[config.mk]
export PLATFORM = sky130hd
export DESIGN_NAME = uart_rx_os
export DESIGN_NICKNAME = d
export VERILOG_FILES = /design/src/rtl/uart_rx_os.sv
export SDC_FILE = /design/constraint.sdc
export NUM_CORES = 1
export LEC_CHECK = 0
export CAP_MARGIN = 5
export CORE_AREA = 2 2 81 83
export CTS_CLUSTER_SIZE = 40
export DETAILED_ROUTE_END_ITERATION = 7
export DIE_AREA = 0 0 83 85
export DONT_BUFFER_PORTS = 1
export GPL_ROUTABILITY_DRIVEN = 0
export GPL_TIMING_DRIVEN = 0
export PLACE_DENSITY = 0.38
export SLEW_MARGIN = 20
export SYNTH_ARGS = -nofsm -noshare
export SYNTH_HDL_FRONTEND = slang
export SYNTH_SLANG_ARGS = --single-unit
[constraint.sdc]
create_clock -name clk -period 2.84 [get_ports clk]
set_clock_uncertainty 0.15 [all_clocks]
set_input_delay 0.284 -clock clk [delete_from_list [all_inputs] [get_ports clk]]
set_output_delay 0.284 -clock clk [all_outputs]
set_load 0.01 [all_outputs]
[src/rtl/uart_rx_os.sv]
// uart_rx_os: 16x oversampling UART receiver, DBIT data bits LSB first, optional parity, SB_TICK stop ticks.
// Frames are reported as a registered word plus error flags that hold until the next frame completes.
module uart_rx_os #(
    parameter int DBIT       = 8,
    parameter int SB_TICK    = 16,
    parameter int PARITY_EN  = 0,
    parameter int PARITY_ODD = 0
) (
    input  logic            clk,
    input  logic            reset,
    input  logic            rx,
    input  logic            s_tick,
    output logic [DBIT-1:0] dout,
    output logic            rx_done_tick,
    output logic            frame_err,
    output logic            parity_err,
    output logic            busy
);
    localparam int SW = (SB_TICK > 16) ? $clog2(SB_TICK) : 4;
    localparam int NW = $clog2(DBIT);
    typedef enum logic [2:0] {IDLE, START, DATA, PARITY, STOP} state_t;
    state_t          r_state;
    logic [1:0]      r_sync;
    logic [SW-1:0]   r_s;
    logic [NW-1:0]   r_n;
    logic [DBIT-1:0] r_b;
    logic            r_p;
    logic            w_rx;
    assign w_rx = r_sync[1];
    assign busy = (r_state != IDLE);
    always_ff @(posedge clk or posedge reset) begin
        if (reset) begin
            r_state      <= IDLE;
            r_sync       <= 2'b11;
            r_s          <= '0;
            r_n          <= '0;
            r_b          <= '0;
            r_p          <= 1'b0;
            dout         <= '0;
            rx_done_tick <= 1'b0;
            frame_err    <= 1'b0;
            parity_err   <= 1'b0;
        end else begin
            r_sync       <= {r_sync[0], rx};
            rx_done_tick <= 1'b0;
            case (r_state)
                IDLE: if (!w_rx) begin
                    r_state <= START;
                    r_s     <= '0;
                end
                // mid-start re-check rejects glitches shorter than half a bit
                START: if (s_tick) begin
                    if (r_s == SW'(7)) begin
                        r_state <= w_rx ? IDLE : DATA;
                        r_s     <= '0;
                        r_n     <= '0;
                    end else r_s <= r_s + 1'b1;
                end
                DATA: if (s_tick) begin
                    if (r_s == SW'(15)) begin
                        r_s <= '0;
                        r_b <= {w_rx, r_b[DBIT-1:1]};
                        if (r_n == NW'(DBIT-1)) r_state <= (PARITY_EN != 0) ? PARITY : STOP;
                        else r_n <= r_n + 1'b1;
                    end else r_s <= r_s + 1'b1;
                end
                PARITY: if (s_tick) begin
                    if (r_s == SW'(15)) begin
                        r_s     <= '0;
                        r_p     <= w_rx;
                        r_state <= STOP;
                    end else r_s <= r_s + 1'b1;
                end
                STOP: if (s_tick) begin
                    if (r_s == SW'(SB_TICK-1)) begin
                        r_state      <= IDLE;
                        dout         <= r_b;
                        frame_err    <= ~w_rx;
                        parity_err   <= (PARITY_EN != 0) && ((^r_b ^ r_p) != 1'(PARITY_ODD));
                        rx_done_tick <= 1'b1;
                    end else r_s <= r_s + 1'b1;
                end
                default: r_state <= IDLE;
            endcase
        end
    end
endmodule
# After elaboration in Yosys (flattened, before gate mapping)
# Index checks and enable logic that the tools add are counted.
dict set report word_totals {
  register_bits 30
  in_bits 4
  output_inout_bits 12
  word_cells 70
}
dict set report op_classes {
  add_sub_neg 2
  n_eq_ne 20
  muxes 29
  bitwise_logic 1
  reduce_logical 10
}
# cell count
set ops {}
lappend ops {{2-to-1 mux 3 bit} 15}
lappend ops {{2-to-1 mux 4 bit} 7}
lappend ops {{inequality test 2 bit (second input constant)} 12}
lappend ops {{case mux 4 bit (4 select lines)} 1}
lappend ops {{case mux 3 bit (5 select lines)} 1}
lappend ops {{AND reduction 6 bit} 2}
lappend ops {{AND reduction 10 bit} 1}
lappend ops {{equality test 3 x 2 -> 1 bit (second input constant)} 2}
lappend ops {{equality test 3 bit (second input constant)} 2}
lappend ops {{case mux 3 bit (2 select lines)} 1}
lappend ops {{AND reduction 3 bit} 2}
lappend ops {{adder 4 x 1 -> 4 bit (second input constant)} 1}
lappend ops {{equality test 4 x 3 -> 1 bit (second input constant)} 1}
lappend ops {{equality test 4 bit (second input constant)} 1}
lappend ops {{nonzero test 4 bit} 1}
lappend ops {{adder 3 x 1 -> 3 bit (second input constant)} 1}
lappend ops {{equality test 3 x 1 -> 1 bit (second input constant)} 1}
lappend ops {{zero test 3 bit} 1}
lappend ops {{2-to-1 mux 1 bit} 3}
lappend ops {{nonzero test 3 bit} 1}
lappend ops {{2-to-1 mux 2 bit} 1}
lappend ops {{inequality test 2 x 1 -> 1 bit (second input constant)} 1}
lappend ops {{nonzero test 2 bit} 1}
lappend ops {{OR reduction 2 bit} 1}
lappend ops {{inverter 1 bit} 1}

# Depth between registers and ports, before layout
dict set report depth {
  depth_word 5
  ltp_mapped 6
  ltp_nobuf 5
}

# Worst setup path after synthesis
# Ideal clock, no wire load.
dict set report synth_path {
  path_type {flip-flop to flip-flop}
  start {reg r_s[0]}
  end {reg r_n[0]}
  setup_ns 0.125
  t_arrival_ns 1.685
  required_ns 2.565
  setup_slack_ns 0.879
  stages_incl_launch_ff 6
  path_buffers 0
  synth_period_minus_slack_ns 1.961
  path_cell_list {dfrtp_1 ha_1 and2_1 a221oi_2 and4bb_4 mux2_4}
}
dict set report synth_between {
  elab_chain_len 3
  elab_cells_between_ends 5
  cone_classes {eq/ne (4); reduce/logical (1)}
}
# element line
set synth_rtl {}
lappend synth_rtl {{start: declaration} 24} ;# logic [SW-1:0] r_s;
lappend synth_rtl {{start signal: assignment} 57} ;# end else r_s <= r_s + 1'b1;
lappend synth_rtl {{start signal: assignment} 65} ;# end else r_s <= r_s + 1'b1;
lappend synth_rtl {{start signal: assignment} 72} ;# end else r_s <= r_s + 1'b1;
lappend synth_rtl {{equality test 4 bit / equality test 4 x 3 -> 1 bit (equally long branches)} {60, 53}}
lappend synth_rtl {{inequality test 2 bit (no source line)} -}
lappend synth_rtl {{AND reduction 6 bit (no source line) *} -}
lappend synth_rtl {{end signal: assignment} 64} ;# else r_n <= r_n + 1'b1;
lappend synth_rtl {{end: declaration} 25} ;# logic [NW-1:0] r_n;
# Every way passes the cells marked *; elsewhere a longest branch is shown, timed or not.
# A chain may end at the register's enable or synchronous reset.

# Worst setup path in the final report
# Same ends and word-level chain as after synthesis.

==> summary.txt <==
Crit path max fanout: 4
Most used flip-flop cell after synthesis: dfrtp_1
Top delay family on crit path: simple AND/OR/NAND/NOR gates
Fin crit share: 73.3%
Max VDD drop: 265 uV
DR iter-0 viols: 44
Vias in the first global route: 1,043
Arrival time at the worst endpoint: 2.10 ns
Crit path launch: r_s[0]
First-pass GRT wire length: 5.27 mm
Slew margin rel.: 58.5%
Final ANT Viol Nets: 0
Number of flops mapped to enable cells by yosys: 0
Final setup viols: 0
Reg2Reg Launch Point: r_s[0]
Fin cells: 210
Max Cap Violations: 0
Sequence of cells on the critical path: ha_1, and2_1, a221oi_2, and4bb_4, mux2_4
Met3 GRT Util: 4.28%
RSZ-0062 raised after global routing: no
Post-synthesis sequential area ratio: 50.1%
HPWL Detailed: 2.00 mm
Ratio of cells with drive above 1 in the final layout: 32.3%
Initial antenna violation count: 0
Core Box Area: 6200 um2
Hold Crit Class: primary input to register
WS Path Type: register to register
Top Ports: 16
CTS tree: built
Gr busiest metal: met2
Clk pin slew, worst setup/hold paths: 0.07 ns
Most common cell after layout, fill and taps aside: dfrtp_1
Hold WS: 0.141 ns
Drt pass-1 iters: 4
Drt total wl: 2.89 mm
FMAX: 481 MHz
Hold Path Sink: dout[5]
Final non-filler cell area: 1740 um2
Fin util: 28.0%
Clock buffer depth: 2
CP max stage cell: dfrtp_1
Critical Path Max Stage Delay: 0.41 ns
R2R cell count: 5
Clk sink count: 30
GRT Total Usage: 9.54%
Remaining DRCs: 0
Setup TNS: 0 ns
Ys Warns: 0
Asr flop ratio synth: 100%
CTS resizes: 0
Ant. Diodes: 0
Status: finished clean
Syn_area_per_cell: 12.2 um2
CP bufs+invs: 0
CP startpoint kind: register
Cell Pwr Density: 845 nW/um2
Commonest cells after routing, fill and taps aside: dfrtp_1, mux2_2, inv_1
Synth-to-layout area growth: 15.5%
Routed wire length per instance: 13.7 um
Worst slew pin tran: 0.621 ns
Gate Count Post-Synth: 123
Die Height: 85 um
Die area: 7060 um2
Total Nets Final: 139
CP Capture Type: register
Largest net degree at the start of global routing: 31
Synth Cell Area: 1500 um2
Max-slew violation count: 0
R2r endpoint: r_n[0]
Endpoints failing hold: 0
R2R Setup Slk: 0.76 ns
Global route overflow: 0
CP Data Required Time: 2.86 ns
Met2 Usage GRT: 15.1%
Syn_nets: 130
Vias: 939
Placed cell count: 200
Tmin final: 2.08 ns
Placed cell areas: 1600 um2
GRT met1 Usage: 11.7%
Number of port buffers: 0
Vias per inst: 4.47
Clock latency on the worst-skew pair: 0.28 ns
Num CTS Buffers: 5
Synth unique cells: 42
Clk root buf: clkbuf_8
Leakage: 0.000806 uW
H-tree depth: 2
Die width: 83 um
FP Rows: 29
#FFs+latches synth: 30
Starting Density: 24.2%
Hold path depth: 2
Min-delay src: s_tick
[worst register-to-register path: stages (launching register included)]
cell	delay (ns)
dfrtp_1	0.41
ha_1	0.23
and2_1	0.21
a221oi_2	0.37
and4bb_4	0.31
mux2_4	0.30
[worst max-delay path by stage]
stage,cells after the start,slack [ns],end
CTS,5,0.75,r_n[0]
global route,5,0.72,r_n[0]
global placement,5,0.78,r_n[0]
finish,5,0.76,r_n[0]
detailed placement,5,0.76,r_n[0]
floorplan,5,0.88,r_n[0]
[metal layers]
layer,routed length [um],share of wire (%)
met1,1300,45
met2,1380,48
met3,180,6.2
met4,25,0.87
met5,0,0
[state kept, by name (all words and copies together), names as in the netlist]
name          count
dout              8
r_b               8
r_s               4
r_n               3
r_state           3
r_sync            2
frame_err         1
rx_done_tick      1
[report_power, final]
part | switching [uW] | internal [uW] | total [uW]
logic | 256 | 239 | 495
clock network | 161 | 286 | 447
registers | 44.4 | 480 | 525
total | 461 | 1000 | 1470
[cell usage after synthesis, drive strengths merged (2+ instances only)]
cell	n	share of area, %
nor2	5	1.2
o21ai	7	2.3
nand2b	2	1.3
nand2	6	1.5
buf	6	3.4
dfrtp	28	47
nor3	2	0.67
nor4b	2	2.2
and3	3	1.2
mux2	18	14
nand3b	4	2.0
nand3	2	0.67
a21oi	2	0.92
or3b	2	1.2
inv	8	2.0
dfstp	2	3.5
nand4	2	0.83
ha	3	2.5
mux2i	4	2.7
[logic make-up after synthesis]
family	count (synthesis)	share of synthesized area [%]
simple gates	35	16.1
flops	30	50.1
mux	22	16.7
compound gates	15	7.58
buf+inv	15	5.66
fa+ha+maj	3	2.50
xor+xnor	2	1.17
other cells	1	0.250
[layout make-up]
type / count / area [um2]
Sequential cell: 30 / 753
Inverter: 8 / 30.0
Multi-Input combinational cell: 78 / 664
Timing Repair Buffer: 2 / 20.0
Clock buffer: 7 / 86.3
Fill cell: 665 / 4470
Clock inverter: 1 / 30.0
Buffer: 7 / 55.1
Tap cell: 77 / 96.3
[metrics by stage]
step	total power, uW	worst slack, ns
after floorplan	941	0.879
after global placement	1010	0.782
after detailed placement	1030	0.758
after CTS	1490	0.750
after global routing	1580	0.720
final	1470	0.759
[repair_timing]
item | in CTS | in global routing
hold buffers | 2 | 0
buffers inserted | 0 | 0
endpoints found under the hold margin | 29 | 0
(Power assumes the default switching activity.)
